<file path="src/rtl/alu_pkg.sv">
// Shared encodings for the ALU arbiter: opcode layout, main_sel values and FSM states.
package alu_pkg;

    localparam logic [1:0] MAIN_ARITH = 2'b00;
    localparam logic [1:0] MAIN_LOGIC = 2'b01;
    localparam logic [1:0] MAIN_SHR   = 2'b10;
    localparam logic [1:0] MAIN_SHL   = 2'b11;

    localparam int OP_W        = 5;
    localparam int OP_MAIN_LSB = 3;
    localparam int OP_SUB_LSB  = 1;
    localparam int OP_CIN_BIT  = 0;

    // Field order matches the packed request opcode {main_sel, sub_sel, cin}.
    typedef struct packed {
        logic [1:0] main_sel;
        logic [1:0] sub_sel;
        logic       cin;
    } op_t;

    typedef enum logic [1:0] {
        IDLE = 2'd0,
        EXEC = 2'd1,
        RESP = 2'd2
    } state_t;

endpackage

</file>
<file path="src/rtl/ALU.sv">
// Shared combinational ALU: arithmetic, logic and single-bit shifts, result modulo 2^W.
module ALU
    import alu_pkg::*;
#(
    parameter int W = 4
) (
    input  logic [W-1:0] a,
    input  logic [W-1:0] b,
    input  op_t          op,
    output logic [W-1:0] y
);

    logic [W-1:0] cin_w;

    assign cin_w = W'(op.cin);

    always_comb begin
        y = '0;
        case (op.main_sel)
            MAIN_ARITH: begin
                case (op.sub_sel)
                    2'b00:   y = a + cin_w;
                    2'b01:   y = a + b + cin_w;
                    2'b10:   y = a + ~b + cin_w;
                    default: y = a - W'(1) + cin_w;
                endcase
            end
            MAIN_LOGIC: begin
                case (op.sub_sel)
                    2'b00:   y = a & b;
                    2'b01:   y = a | b;
                    2'b10:   y = a ^ b;
                    default: y = ~a;
                endcase
            end
            MAIN_SHR: y = a >> 1;
            default:  y = a << 1;
        endcase
    end

endmodule

</file>
<file path="src/rtl/alu_arbiter.sv">
// Round-robin arbiter sharing one ALU between two requesters via request/response handshakes.
// Handshakes: a transfer happens on a rising clk edge where valid & ready are both high.
module alu_arbiter
    import alu_pkg::*;
#(
    parameter int DATA_W = 4,
    parameter int CNT_W  = 8
) (
    input  logic                clk,
    input  logic                rst_n,
    input  logic [1:0]          req_valid,
    output logic [1:0]          req_ready,
    input  logic [2*DATA_W-1:0] req_a,
    input  logic [2*DATA_W-1:0] req_b,
    input  logic [9:0]          req_op,
    output logic [1:0]          rsp_valid,
    input  logic [1:0]          rsp_ready,
    output logic [DATA_W-1:0]   rsp_data,
    output logic                rsp_zero,
    output logic                busy,
    output logic [CNT_W-1:0]    ops_done,
    output state_t              fsm_state
);

    state_t             state;
    logic               ptr;
    logic               owner;
    logic [DATA_W-1:0]  a_q;
    logic [DATA_W-1:0]  b_q;
    op_t                op_q;
    logic [DATA_W-1:0]  alu_y;
    logic [1:0]         grant;
    logic               win;

    // Only IDLE grants; with both requests valid the pointer picks the winner.
    always_comb begin
        grant = 2'b00;
        if (state == IDLE) begin
            case (req_valid)
                2'b01:   grant = 2'b01;
                2'b10:   grant = 2'b10;
                2'b11:   grant = ptr ? 2'b10 : 2'b01;
                default: grant = 2'b00;
            endcase
        end
    end

    assign win       = grant[1];
    assign req_ready = grant;
    assign fsm_state = state;

    ALU #(.W(DATA_W)) u_alu (
        .a  (a_q),
        .b  (b_q),
        .op (op_q),
        .y  (alu_y)
    );

    always_ff @(posedge clk or negedge rst_n) begin
        if (!rst_n) begin
            state     <= IDLE;
            ptr       <= 1'b0;
            owner     <= 1'b0;
            a_q       <= '0;
            b_q       <= '0;
            op_q      <= '0;
            rsp_valid <= 2'b00;
            rsp_data  <= '0;
            rsp_zero  <= 1'b0;
            busy      <= 1'b0;
            ops_done  <= '0;
        end else begin
            case (state)
                IDLE: begin
                    if (grant != 2'b00) begin
                        a_q   <= win ? req_a[2*DATA_W-1:DATA_W] : req_a[DATA_W-1:0];
                        b_q   <= win ? req_b[2*DATA_W-1:DATA_W] : req_b[DATA_W-1:0];
                        op_q  <= win ? op_t'(req_op[9:5]) : op_t'(req_op[4:0]);
                        owner <= win;
                        busy  <= 1'b1;
                        state <= EXEC;
                    end
                end
                EXEC: begin
                    rsp_data  <= alu_y;
                    rsp_zero  <= (alu_y == '0);
                    rsp_valid <= owner ? 2'b10 : 2'b01;
                    state     <= RESP;
                end
                RESP: begin
                    if ((rsp_valid & rsp_ready) != 2'b00) begin
                        rsp_valid <= 2'b00;
                        busy      <= 1'b0;
                        ops_done  <= ops_done + CNT_W'(1);
                        ptr       <= ~owner;
                        state     <= IDLE;
                    end
                end
                default: state <= IDLE;
            endcase
        end
    end

endmodule

</file>
<file path="config.mk">
export PLATFORM = sky130hd
export DESIGN_NAME = alu_arbiter
export DESIGN_NICKNAME = d
export VERILOG_FILES = /design/src/rtl/alu_pkg.sv /design/src/rtl/ALU.sv /design/src/rtl/alu_arbiter.sv
export SDC_FILE = /design/constraint.sdc
export NUM_CORES = 1
export LEC_CHECK = 0
export ABC_AREA = 0
export CAP_MARGIN = 25
export CORE_MARGIN = 10
export CORE_UTILIZATION = 65
export DETAILED_ROUTE_END_ITERATION = 16
export DONT_BUFFER_PORTS = 1
export GPL_TIMING_DRIVEN = 0
export PLACE_DENSITY = 0.79
export SYNTH_ARGS = -nofsm -noshare
export SYNTH_HDL_FRONTEND = slang
export SYNTH_HIERARCHICAL = 1
export SYNTH_SLANG_ARGS = --single-unit
export TNS_END_PERCENT = 100
</file>
<file path="constraint.sdc">
create_clock -name clk -period 4.9 [get_ports clk]
set_clock_uncertainty 0.15 [all_clocks]
set_input_delay 0.735 -clock clk [delete_from_list [all_inputs] [get_ports clk]]
set_output_delay 0.735 -clock clk [all_outputs]
set_load 0.01 [all_outputs]
</file>
==> impl_metrics.toml <==
[synth]
seq_area_frac_synth_pct = 34.5
synth_edf_count = 0
syn_nets = 293
avgSynthCellArea_um2 = 9.88
synth_warnings = 6
netlist_instances = 242
async_flop_share_pct = 100
synth_area_um2 = 2390
synth_cell_type_count = 46
ys_ff_latch = 33
synth_top_area_cell = "dfrtp_1"
synthTopCellsByArea = "dfrtp_1 35%, ha_1 7.8%, o311ai_2 5.4%"
ys.flop_type = "dfrtp_1"
synth_top_area_share_pct = 34.5

[route]
vias = 1837
drtAntennaViolNets = 0
viasPerCell = 6.19
wl_mm = 5.40
drc_errors = 0
drtIter0Drc = 110
avgRoutedWirePerCell_um = 18.2
drtPass1Iterations = 4

[final_layout]
layout_common_cells = "33 x dfrtp_1, 31 x inv_1, 18 x o21ai_0"
synthToLayoutAreaGrowth_pct = 7.27
final_area_um2 = 2560
utilization_pct = 74.5
final_cell_count_no_fill = 297
diodes = 0
drive_gt1_share_pct = 16.3
final_common_cell = "dfrtp_1"
nNetsFinal = 301

[run_status]
outcome = "finished, final reports clean"

[power_and_ir_drop]
ir_drop_v = 0.000397
leakagePower_uw = 0.00117
p_int_uw = 1020
combPwrFrac_pct = 58.2
share_clk_of_total_power_pct = 11.6
switching_power_uw = 847
switching_share_pct = 45.3
seq_power_share_pct = 30.2
pwr_density_cell_nw_per_um2 = 730

[critical_path]
cpPeakStageDelay_ps = 530
crit_fanout = 6
reg2reg_slack_ps = 1650
crit_type = "flip-flop to flip-flop"
crit_slowest_cell = "or4_1"
endpoint_kind = "flip-flop"
critPathTopFamily = "adder cells"
start_kind = "flip-flop"
worstPathArrival_ps = 3310
crit_path_cell_trace = "inv_1 -> fa_1 -> fa_1 -> mux2i_1 -> mux4_2 -> a22o_1 -> or4_1 -> o21ai_0"
cpMostUsedCell = "fa_1"
worst_ep_required_time_ps = 4960
path_buf_inv = 1

[die]
die-area_um2 = 6500
start_util_pct = 69.5
die_h_um = 80.7
die_w_um = 80.7
fp.coreArea_um2 = 3440
std_cell_rows = 21
ios = 52

[global_routing]
grt_pass1_wl_mm = 8.96
grt_overflow = 0
grt_max_degree = 34
grt_use_total_pct = 17.4
antenna_found_initial = 0
grt_pass1_vias = 1878

[sta]
fin_hold_ws_ps = 119
period_share_pct = 66.3
maxSlewViolCount = 0
finalCriticalPeriod_ps = 3250
relSlewSlack_pct = 66.1
worstMarginPinSlew_ps = 504
rsz0062_at_grt = "false"
fmax_mhz = 308
finalSetupViolCount = 0
hold_viol = 0
setup_tns_ps = 0

[min_path]
hold_path_class = "input port to asynchronous set/reset pin"

[placed_design]
port_buffers = 0
hpwl_mm = 4.16
placed_cells = 288
place_area_um2 = 2450
gp_congestion = 0.843

[clock_tree]
path_clk_slew_ps = 70
cts-resized-gates = 0
cts.sinks = 33
cts_buffers = 5
ctsLongestPathBuffers = 2
cts_tree = "built"
cts-htree-levels = 2
clk_latency_ps = 290
cts_root_buffer = "clkbuf_8"

[job]
maxCapViolCount = 0
## final timing paths
| kind | startpoint | end | depth (start not counted) |
|---|---|---|---|
| setup / recovery | a_q[0]$_DFFE_PN0P_ | rsp_zero$_DFFE_PN0P_ | 8 |
| hold / removal | rst_n | ops_done[7]$_DFFE_PN0P_ | 1 |
| setup reg to reg | a_q[0]$_DFFE_PN0P_ | rsp_zero$_DFFE_PN0P_ | 8 |
| hold reg to reg | owner$_DFFE_PN0P_ | rsp_valid[0]$_DFFE_PN0P_ | 1 |
| max in group asynchronous | rst_n | a_q[0]$_DFFE_PN0P_ | 1 |
| min in group clk | owner$_DFFE_PN0P_ | rsp_valid[0]$_DFFE_PN0P_ | 1 |
## final cells by class
class,instances,area [µm²]
well taps,46,57.6
clock inverters,2,13.8
multi-input cells,161,1350
plain buffers,16,93.8
flip-flops and latches,33,826
repair buffers,1,20.0
inverters,32,120
clock buffers,6,82.6
fillers,275,877
## repair_timing
action                    in CTS  in global routing
hold buffers                   1                  0
hold endpoints to repair      33                  0
setup buffers                  0                  0
## cells in the mapped netlist (2+ instances only)
library cell,number
nand3_1,3
nand2b_1,5
buf_2,3
inv_1,31
mux4_1,2
nor4_1,2
mux2i_1,3
o22ai_1,2
and3_1,2
o311ai_2,8
ha_1,15
nor3_1,4
dfrtp_1,33
nand2_1,12
o21bai_1,2
nand4_1,14
o311ai_0,5
clkbuf_1,8
nor3b_1,2
nor2b_1,2
fa_1,4
xor2_1,9
a211oi_1,4
nor2_2,2
buf_6,3
nand3b_1,2
a31o_2,2
buf_4,2
mux2_2,7
mux4_2,2
xnor2_1,3
nor2_1,6
o21ai_0,18
a21oi_1,8
## metrics by stage
| stage | power [µW] | setup WS, ps |
|---|---|---|
| final | 1870 | 1650 |
| after global routing | 2040 | 1510 |
| after CTS | 1880 | 1660 |
| after detailed placement | 1650 | 1670 |
| after global placement | 1600 | 1700 |
| after floorplan | 1400 | 1920 |
## worst reg2reg max path, cell delays in order (launching register included)
cell	delay, ps
dfrtp_1	420
inv_1	170
fa_1	490
fa_1	500
mux2i_1	70
mux4_2	460
a22o_1	230
or4_1	530
o21ai_0	160
## routing by layer
| metal | vias up | track usage (%) | wire [µm] |
|---|---|---|---|
| met3 | 7 | 6.79 | 473 |
| met5 | - | 0 | 0 |
| met4 | 0 | 5.54 | 65 |
| met2 | 67 | 27.5 | 2510 |
| met1 | 873 | 21.3 | 2350 |
| li1 | 890 | - | - |
## registers in the layout (all words and copies together), names as in the netlist
signal,cells
rsp_valid,2
ptr,1
fsm_state,2
rsp_zero,1
a_q,4
ops_done,8
owner,1
b_q,4
busy,1
op_q,5
rsp_data,4
## logic make-up after synthesis
kind of cell,synth area share [%]
and+or+nand+nor,14.0
AOI/OAI and AO/OA,18.3
buffers and inverters,8.95
DFF,34.5
adders and majority gates,11.2
muxes,8.63
xor gates and xnor gates,4.40
## power by group through the flow
stage	Sequential, µW	Combinational (µW)	Clock, µW
2_1_floorplan	521	884	0
3_3_place_gp	563	1040	0
4_1_cts	567	1090	220
6_report	566	1090	217
3_5_place_dp	572	1070	0
5_1_grt	588	1220	231
(Power assumes the default switching activity.)
